===== src/rtl/line_clear_scanner.sv =====
// Post-lock line clear: scans the board RAM bottom-up, compacts survivors, zero-fills the top, then strobes hit.
// Optional LINE_TOTAL_EN adds a saturating 3-digit BCD running total of cleared lines.
module line_clear_scanner #(
  parameter int ROWS   = 20,
  parameter int COLS   = 10,
  parameter int ROW_AW = 5,
  parameter int HIT_W  = 2
) (
  input  logic              clk,
  input  logic              rst,
  input  logic              start,
  output logic              busy,
  output logic              done,
  output logic [ROW_AW-1:0] row_addr,
  input  logic [COLS-1:0]   row_rdata,
  output logic [COLS-1:0]   row_wdata,
  output logic              row_we,
  output logic              hit,
`ifdef LINE_TOTAL_EN
  output logic [11:0]       total_lines,
`endif
  output logic [1:0]        line_count
);

  localparam int HW = (HIT_W > 1) ? $clog2(HIT_W) : 1;
  localparam logic [ROW_AW:0]   WP_END  = (ROW_AW+1)'(ROWS);
  localparam logic [ROW_AW-1:0] RP_LAST = ROW_AW'(ROWS - 1);
  localparam logic [HW-1:0]     H_LAST  = HW'(HIT_W - 1);

  typedef enum logic [2:0] {IDLE, RD, EV, FILL, REP_SETUP, REP_HIT, FIN} state_t;

  state_t            state, nxt;
  logic [ROW_AW-1:0] rp, rp_n, addr_q;
  logic [ROW_AW:0]   wp, wp_n;
  logic [2:0]        n, n_n;
  logic [HW-1:0]     hcnt, hcnt_n;
  logic              full;

  assign full = &row_rdata;

  always_comb begin
    nxt       = state;
    row_addr  = addr_q;
    row_wdata = '0;
    row_we    = 1'b0;
    rp_n      = rp;
    wp_n      = wp;
    n_n       = n;
    hcnt_n    = hcnt;
    case (state)
      IDLE: begin
        if (start) begin
          rp_n = '0;
          wp_n = '0;
          n_n  = '0;
          nxt  = RD;
        end
      end
      RD: begin
        row_addr = rp;
        nxt      = EV;
      end
      EV: begin
        row_addr = rp;
        if (full) begin
          if (n != 3'd7) n_n = n + 3'd1;
        end else begin
          // wp trails rp, so this write only ever lands on an already-read row
          if (wp != {1'b0, rp}) begin
            row_addr  = wp[ROW_AW-1:0];
            row_wdata = row_rdata;
            row_we    = 1'b1;
          end
          wp_n = wp + 1'b1;
        end
        if (rp == RP_LAST) begin
          nxt = FILL;
        end else begin
          rp_n = rp + 1'b1;
          nxt  = RD;
        end
      end
      FILL: begin
        if (wp == WP_END) begin
          nxt = (n != 3'd0) ? REP_SETUP : FIN;
        end else begin
          row_addr = wp[ROW_AW-1:0];
          row_we   = 1'b1;
          wp_n     = wp + 1'b1;
        end
      end
      REP_SETUP: begin
        hcnt_n = '0;
        nxt    = REP_HIT;
      end
      REP_HIT: begin
        if (hcnt == H_LAST) nxt = FIN;
        else                hcnt_n = hcnt + 1'b1;
      end
      FIN:     nxt = IDLE;
      default: nxt = IDLE;
    endcase
  end

`ifdef LINE_TOTAL_EN
  function automatic logic [11:0] bcd_add(input logic [11:0] t, input logic [2:0] k);
    logic [11:0] r;
    logic [4:0]  s;
    logic [4:0]  c;
    r = '0;
    c = {2'b00, k};
    for (int unsigned i = 0; i < 3; i++) begin
      s = 5'(t[i*4 +: 4]) + c;
      if (s > 5'd9) begin
        r[i*4 +: 4] = 4'(s - 5'd10);
        c = 5'd1;
      end else begin
        r[i*4 +: 4] = s[3:0];
        c = 5'd0;
      end
    end
    if (c != 5'd0) r = 12'h999;
    return r;
  endfunction
`endif

  // Strobes are registered on the next state so hit/done/busy are glitch-free flops
  always_ff @(posedge clk or posedge rst) begin
    if (rst) begin
      state      <= IDLE;
      rp         <= '0;
      wp         <= '0;
      n          <= '0;
      hcnt       <= '0;
      addr_q     <= '0;
      busy       <= 1'b0;
      done       <= 1'b0;
      hit        <= 1'b0;
      line_count <= '0;
`ifdef LINE_TOTAL_EN
      total_lines <= '0;
`endif
    end else begin
      state  <= nxt;
      rp     <= rp_n;
      wp     <= wp_n;
      n      <= n_n;
      hcnt   <= hcnt_n;
      addr_q <= row_addr;
      busy   <= (nxt != IDLE);
      done   <= (nxt == FIN);
      hit    <= (nxt == REP_HIT);
      // loaded on entry to REP_SETUP so it settles a cycle ahead of hit
      if (state == FILL && nxt == REP_SETUP)
        line_count <= (n >= 3'd4) ? 2'd3 : (n[1:0] - 2'd1);
`ifdef LINE_TOTAL_EN
      if (state == REP_SETUP)
        total_lines <= bcd_add(total_lines, (n >= 3'd4) ? 3'd4 : n);
`endif
    end
  end

endmodule


===== config.mk =====
export PLATFORM = sky130hd
export DESIGN_NAME = line_clear_scanner
export DESIGN_NICKNAME = d
export VERILOG_FILES = /design/src/rtl/line_clear_scanner.sv
export SDC_FILE = /design/constraint.sdc
export NUM_CORES = 1
export LEC_CHECK = 0
export CORE_MARGIN = 2
export CORE_UTILIZATION = 34
export CTS_CLUSTER_SIZE = 12
export DETAILED_ROUTE_END_ITERATION = 10
export DONT_BUFFER_PORTS = 1
export PLACE_DENSITY = 0.59
export SETUP_SLACK_MARGIN = 0.15
export SYNTH_ARGS = -nofsm -noshare
export SYNTH_HDL_FRONTEND = slang
export SYNTH_SLANG_ARGS = --single-unit

===== constraint.sdc =====
create_clock -name clk -period 3.2 [get_ports clk]
set_input_delay 0.32 -clock clk [delete_from_list [all_inputs] [get_ports clk]]
set_output_delay 0.32 -clock clk [all_outputs]
set_load 0.05 [all_outputs]

* After elaboration in Yosys (flattened, before gate mapping)
Cells that the tools add are included.
Word-level totals: output and inout port bits 21, word-level logic and storage cells 76, register bits 28, input bits 13
Operators by class: multiplexer cells 31, magnitude comparators 1, reductions and logical operators 11, add/sub/neg operators 5, equal/unequal tests 18
Operator list (count):
- 10-bit 2-to-1 mux | 3
- 5-bit 2-to-1 mux | 5
- 3-bit 2-to-1 mux | 6
- 6-bit 2-to-1 mux | 3
- 3-bit one-hot mux with 6 select lines | 1
- 6-bit one-hot mux with 3 select lines | 1
- 3-bit == test (second input constant) | 5
- 5-bit one-hot mux with 3 select lines | 1
- 2-bit != test (second input constant) | 6
- 5-bit one-hot mux with 2 select lines | 1
- 10-bit AND reduction | 1
- 3-bit nonzero test | 3
- 4-bit AND reduction | 2
- 6-bit by 1-bit adder with 6-bit output (second input constant) | 1
- 3-bit by 2-bit == test with 1-bit output (second input constant) | 2
- 6-bit by 5-bit == test with 1-bit output (second input constant) | 1
- 2-bit 2-to-1 mux | 3
- 6-bit by 5-bit != test with 1-bit output | 1
- 3-bit one-hot mux with 2 select lines | 1
- 5-bit by 1-bit adder with 5-bit output (second input constant) | 1
- 5-bit == test (second input constant) | 1
- 1-bit 2-to-1 mux | 4
- 1-bit one-hot mux with 2 select lines | 2
- 2-bit nonzero test | 2
- 9 further kinds | 9

* Longest topological paths before layout
Gate-level depths: netlist (run 1).
word-level depth 6, mapped depth 6, gate-level depth less buffers 6

* Least setup slack after synthesis (run 1)
No wires, ideal clock.
kind register to output, from reg wp[0], to out row_we, stages on the path, launching flop included 7, path slack 660 ps, required time 2880 ps, arrival 2220 ps, buffers on the path 0, cells stage by stage dfrtp_1 inv_1 ha_1 and4bb_2 nand2_1 nand2_1 a21boi_0
On the way: longest elaborated chain between the ends 4, elaborated cells between the ends (all ways) 6, those cells by class eq/ne: 2; mux: 4
Ends and longest elaborated chain:
- start, declared | RTL line 34 | logic [ROW_AW:0] wp, wp_n;
- start signal, assigned | RTL line 146 | wp <= wp_n;
- 6-bit by 5-bit != test with 1-bit output | RTL line 69 | if (wp != {1'b0, rp}) begin
- 1-bit 2-to-1 mux | RTL line 69
- 1-bit 2-to-1 mux | RTL line 65 | if (full) begin
- 1-bit one-hot mux with 2 select lines * | RTL line 50 | case (state)
- end, declared | RTL line 17 | output logic row_we,
Mark *: on every way between the ends. The rest lies on a longest branch, timed or not.

* Worst setup path in the final report (run 1)
from reg state[0], to out row_addr[0]
On the way: longest elaborated chain between the ends 2, elaborated cells between the ends (all ways) 4, those cells by class eq/ne: 3; mux: 1
Ends and longest elaborated chain:
- start, declared | RTL line 32 | state_t state, nxt;
- start signal, assigned | RTL line 144 | state <= nxt;
- 3-bit by 2-bit == test with 1-bit output / 3-bit by 1-bit == test with 1-bit output (equally long branches) | RTL line 50
- 5-bit one-hot mux with 3 select lines * | RTL line 50
- end, declared | RTL line 14 | output logic [ROW_AW-1:0] row_addr,
Marks and branches as above.

==> key figures, run 1 <==
Timing
  • Final setup fails: 0
  • Max-slew violation count: 0
  • Slew headroom: 27.4%
  • Tmin final: 2800 ps
  • Clk_skew: 7.99 ps
  • Final period util: 87.5%
  • Fmax: 357 MHz
  • Final Hold Viols: 0
  • Setup TNS Final: 0 ps
  • Worst Tran Pin Value: 1090 ps
  • Final worst-path setup slack: 402 ps
  • Unrepaired setup endpoints after global routing: false

Power and ir drop
  • Pwr/cell area: 1090 mW/mm2
  • Leakage: 0.873 nW
  • Worst vdd ir: 0.000570 V

Critical path
  • Critical-path top delay cell: or3b_1
  • R2R Setup Slk: 750 ps
  • Slowest stage delay, CP: 590 ps
  • Reg2reg end: addr_q[0]
  • End of the critical path: row_addr[0]
  • Critical Path AT: 2480 ps
  • Kind of critical path: reg2out
  • R2R Path Start: wp[1]
  • Critical path, cell by cell: or3b_1 -> nor4_4 -> a22oi_1 -> nand4b_1
  • Maximum fanout along the worst path: 17
  • CP startpoint kind: flip-flop
  • Reg2Reg Depth: 6
  • CP Data Required Time: 2880 ps
  • Worst setup path startpoint: state[0]
  • Endpoint type of the worst setup path: primary output

GRT
  • Initial antenna violation count: 0
  • M3 GR Usage: 2.94%
  • Met1 Track Usage GR: 22.0%
  • Largest net degree at the start of global routing: 29
  • GRT overflow: 0
  • Met2 Usage GRT: 25.5%
  • GRT Max-Usage Layer: met2
  • First-pass GRT wire length: 7500 um
  • GRT Overall Usage: 15.8%
  • Number of global-route vias before repair: 1453

Yosys
  • Mux contribution to synthesized area: 5.07%
  • Synth Area in XOR/XNOR: 3.40%
  • Avg Cell Area, Syn: 9.15 um2
  • Top cells by area, synth: dfrtp_1, mux2i_1, ha_1
  • Synth Area in Simple Gates: 28.9%
  • Area fraction in compound gates after synthesis: 14.8%
  • #FFs+latches synth: 28
  • Async S/R FF share, synth: 100%
  • Cells after Synth: 197
  • Sequential area share after synthesis: 38.9%
  • Prevailing post-synth register cell: dfrtp_1
  • Post-synth top area share: 38.9%
  • Synth Area in Adders: 4.16%
  • YS warnings: 0
  • Synth cell types: 51
  • Post-synth EDFFs: 0
  • Synth Net Count: 216
  • Largest family of logic cells by synthesized area: simple AND/OR/NAND/NOR gates
  • Synth Cell Area: 0.00180 mm2
  • Top cell type by total area after synthesis: dfrtp_1

Die
  • Full die area: 0.00590 mm2
  • Std-Cell Rows: 26
  • I/O pin count: 34
  • Die width: 76.8 um
  • Core ar.: 0.00511 mm2
  • Die H: 76.8 um
  • Starting Density: 35.3%

Finish
  • Layout cells sized above 1: 9.23%
  • Area growth syn-to-layout: 9.30%
  • ANT cells: 0
  • Commonest non-fill, non-tap cells in the layout: dfrtp_1, nand2_1, inv_1, nand4_1, and2_1
  • Final nets: 215
  • Most common cell after layout, fill and taps aside: dfrtp_1

Routing
  • Routed wire per std cell: 16.7 um
  • TritonRoute pass-1 iters: 4
  • ANT nets after route: 0
  • DRC violations left: 0
  • Via count: 1480
  • Drt first-iter violations: 76
  • Routed vias/inst: 5.58
  • Routed WL: 4420 um

CTS
  • Clk sink count: 28
  • Cts repair resizes: 0
  • Clock buffer depth: 2
  • Root Buffer: clkbuf_8
  • Setup bufs post-CTS: 0
  • Total CTS buffers: 3
  • # H-tree levels: 1
  • Clk slew on worst S/H paths: 100 ps
  • Hold-fix buffers, CTS: 0
  • Skew-Pair Late Insertion Delay: 280 ps
  • CTS tree: built

Place
  • Buffers added on ports: 0
  • Routability cong.: 0.857
  • Placement Setup Slack: 657 ps
  • Final HPWL DP: 3290 um

Worst hold path
  • Worst Hold Class: in2async

Flow run
  • Max Cap Viol: 0

Outcome
  • Run status: finished, final reports clean
synthesized netlist by cell type, types with 2 or more instances:
cell	n
a211o_1	3
a21boi_0	2
a21o_1	2
a21oi_1	6
a22oi_1	2
a31oi_1	2
a32oi_1	2
a41oi_1	2
and2_1	10
buf_2	4
clkbuf_1	6
dfrtp_1	28
ha_1	6
inv_1	11
mux2i_1	8
nand2_1	16
nand2b_1	2
nand3_1	3
nand4_1	11
nand4b_1	2
nor2_1	9
nor2b_1	4
nor3_1	6
nor4_1	4
o21ai_0	7
o21bai_1	2
o221ai_1	2
or2_2	2
or3_1	4
or4_1	2
xor2_1	7
area by class of cell:
cell class	count	area (um2)
clock buffers	3	41.3
clock inverters	1	30.0
fillers	518	3140
inverters	11	41.3
multi-input cells	147	1030
flip-flops and latches	28	701
well taps	70	87.6
repair buffers	5	37.5
critical path: cells and delay by family, from the launching register on:
family	cells	cell delay [ps]
compound gates	1	140
simple gates	3	1490
flops	1	570
cells by family (layout without fill, tap and decap cells):
group / Yosys count / in the layout
buf+inv: 22 / 20
simple gates: 87 / 87
fa+ha+maj: 6 / 6
flops: 28 / 28
compound gates: 38 / 38
xor+xnor: 7 / 7
mux: 9 / 9
metal layers:
| layer | share of wire [%] | vias up | wire (um) |
|---|---|---|---|
| li1 | - | 721 | - |
| met1 | 47 | 724 | 2070 |
| met2 | 49 | 31 | 2150 |
| met3 | 3.5 | 4 | 154 |
| met4 | 1.0 | 0 | 44 |
| met5 | 0 | - | 0 |
worst min-delay path by stage:
stage          startpoint             to  slack [ps]  cells after the start
3_3_place_gp         n[0]           n[0]         530                      1
3_5_place_dp         n[0]  line_count[0]         530                      1
4_1_cts               rst  line_count[0]         240                      1
2_1_floorplan         rst      addr_q[0]         390                      1
6_report              rst  line_count[0]         190                      1
5_1_grt               rst       state[1]         300                      1
state kept, by name (all words and copies together), names as in the netlist:
name / count
line_count: 2
n: 3
hit: 1
busy: 1
hcnt: 1
rp: 5
addr_q: 5
done: 1
wp: 6
state: 3
stage by stage:
stage          instance area, um2  hold slack [ps]  power, W  util [%]  instances
2_1_floorplan                1800              385   0.00163         -        197
3_3_place_gp                 1880              532   0.00185      36.8        261
3_5_place_dp                 1880              530   0.00185      36.8        261
4_1_cts                      1950              237   0.00215      38.2        265
5_1_grt                      1970              302   0.00230      38.6        265
6_report                     1970              192   0.00215      38.6        265
report_power, final:
| part | switching, W | internal [W] |
|---|---|---|
| clock network | 0.000116 | 0.000168 |
| registers | 0.000231 | 0.000470 |
| logic | 0.000828 | 0.000335 |
| total | 0.00117 | 0.000973 |
No activity file was read; power rests on OpenSTA's default activity.
==> inputs of run 2 (changes only) <==
--- a/config.mk
+++ b/config.mk
@@ -12,6 +12,7 @@
 export DONT_BUFFER_PORTS = 1
 export PLACE_DENSITY = 0.59
 export SETUP_SLACK_MARGIN = 0.15
+export SKIP_CTS_REPAIR_TIMING = 1
 export SYNTH_ARGS = -nofsm -noshare
 export SYNTH_HDL_FRONTEND = slang
 export SYNTH_SLANG_ARGS = --single-unit
==> results of run 2 <==
Same layout as run 1: the final DEF is identical, and so are final timing and power.
==> inputs of run 3 (changes only) <==
==> constraint.sdc (replaced) <==
create_clock -name clk -period 2.8 [get_ports clk]
set_input_delay 0.28 -clock clk [delete_from_list [all_inputs] [get_ports clk]]
set_output_delay 0.28 -clock clk [all_outputs]
set_load 0.05 [all_outputs]
==> key figures, run 3 (synthesized netlist as in run 1, its figures left out) <==
Outcome
  • Run status: finished, final reports clean

GRT
  • GRT Overall Usage: 15.9% (+0.087 points)
  • GRT overflow: 0 (unchanged)
  • Initial antenna violation count: 0 (unchanged)
  • First-pass GRT wire length: 7490 um (-0.19%)
  • Number of global-route vias before repair: 1461 (+0.55%)
  • Largest net degree at the start of global routing: 29 (unchanged)

CTS
  • Skew-Pair Late Insertion Delay: 280 ps (about the same)
  • Clock buffer depth: 2 (unchanged)
  • Clk slew on worst S/H paths: 100 ps (about the same)
  • Total CTS buffers: 3 (unchanged)
  • # H-tree levels: 1 (unchanged)
  • Root Buffer: clkbuf_8
  • Clk sink count: 28 (unchanged)
  • CTS tree: built

Critical path
  • Endpoint type of the worst setup path: primary output
  • CP Data Required Time: 2520 ps (-360 ps)
  • Maximum fanout along the worst path: 9 (-8)
  • Critical Path AT: 2260 ps (-220 ps)
  • Reg2Reg Depth: 6 (unchanged)
  • Kind of critical path: reg2out
  • CP startpoint kind: flip-flop

Finish
  • # fillers: 501 (-3.3%)
  • Layout cells sized above 1: 18.0% (+8.8 points)
  • Register name with the most flops: wp
  • Max reg flops: 6 (unchanged)
  • Area growth syn-to-layout: 16.9%
  • Final nets: 231 (+7.4%)
  • Commonest non-fill, non-tap cells in the layout: dfrtp_1, buf_4, nand2_1
  • Most common cell after layout, fill and taps aside: dfrtp_1
  • Multi-input logic area: 0.00105 mm2 (+1.7%)
  • Reg area: 701 um2 (unchanged)
  • Final Util: 41.3% (+2.7 points)
  • ANT cells: 0 (unchanged)
  • Regs by FF count: wp: 6 flops, addr_q: 5 flops, rp: 5 flops

Place
  • Routability cong.: 0.943 (+10%)
  • Buffers added on ports: 0 (unchanged)
  • Final HPWL DP: 3400 um (+3.5%)

Die
  • Die width: 76.8 um (unchanged)
  • Core ar.: 0.00511 mm2 (unchanged)
  • Std-Cell Rows: 26 (unchanged)
  • Full die area: 0.00590 mm2 (unchanged)
  • Die H: 76.8 um (unchanged)
  • I/O pin count: 34 (unchanged)
  • Starting Density: 35.3% (unchanged)

Power and ir drop
  • Overall Power: 0.00263 W (+23%)
  • Pwr/cell area: 1250 mW/mm2 (+15%)
  • Worst vdd ir: 0.000694 V (+22%)
  • Leakage: 0.956 nW (+9.5%)

Routing
  • Routed wire per std cell: 16.1 um (-3.1%)
  • Drt first-iter violations: 108 (+42%)
  • DRC violations left: 0 (unchanged)
  • ANT nets after route: 0 (unchanged)
  • TritonRoute pass-1 iters: 4 (unchanged)
  • Routed vias/inst: 5.43 (-2.8%)
  • Via count: 1526 (+3.1%)
  • Routed WL: 4540 um (+2.8%)

Timing
  • Worst Tran Pin Value: 1090 ps (-1.59 ps)
  • Final Hold Viols: 0 (unchanged)
  • Final setup fails: 0 (unchanged)
  • Tmin final: 2540 ps
  • Fmax: 393 MHz
  • Setup TNS Final: 0 ps (unchanged)
  • Clk_skew: 4.25 ps (-3.74 ps)
  • Slew headroom: 27.5% (+0.11 points)
  • Final period util: 90.9%
  • Unrepaired setup endpoints after global routing: false
  • Max-slew violation count: 0 (unchanged)

Flow run
  • Max Cap Viol: 0 (unchanged)

Worst hold path
  • Worst Hold Class: in2async
## run 3: cell count changes in the layout (fill, tap and decap cells not counted)
cell,before,now
buf_4,5,21
or4_1,2,1
a211o_2,0,1
a211o_1,3,2
nor4_2,0,2
or4_4,0,1
nor4_1,4,2
## run 3: metal layers
layer  vias to the layer above  routed length [um]  share of wire, %  GRT usage (%)
li1                        751                   -                 -              -
met1                       729                2070                46           21.9
met2                        40                2220                49           26.1
met3                         6                 199               4.4           2.59
met4                         0                  51               1.1           4.00
met5                         -                   0                 0              0
## run 3: final cells by class
| class | instances | area share, % |
|---|---|---|
| tap | 70 | 4.15 |
| clock inverter | 1 | 1.42 |
| timing repair buffer | 21 | 7.48 |
| multi-input combinational | 147 | 49.8 |
| inverter | 11 | 1.96 |
| clock buffer | 3 | 1.96 |
| sequential | 28 | 33.2 |
## run 3: final timing paths
kind,end,slack [ps],startpoint
max in group asynchronous,wp[0],1990,rst
min,n[0],150,rst
max,row_addr[1],260,wp[3]
min reg2reg,hit,540,hcnt
max reg2reg,addr_q[0],490,wp[0]
min in group clk,state[0],370,start
## run 3: report_power, final
group / internal, W / switching (W)
clock: 0.000192 / 0.000131
sequential: 0.000539 / 0.000170
combinational: 0.000509 / 0.00109
total: 0.00124 / 0.00139
## run 3: per-stage QoR
stage | area, um2 | hold WS [ps] | std cells | worst slack [ps]
final | 2110 | 154 | 281 | 256
after global routing | 2110 | 258 | 281 | 182
after CTS | 2070 | 193 | 281 | 99.7
after detailed placement | 2000 | 510 | 277 | 439
after global placement | 2000 | 505 | 277 | 458
after floorplan | 1800 | 345 | 197 | 300
## run 3: critical path: stages, from the launching register on
cell and delay (ps):
dfrtp_1 500, xor2_1 210, or4_4 570, nor4_1 220
nand4b_1 490
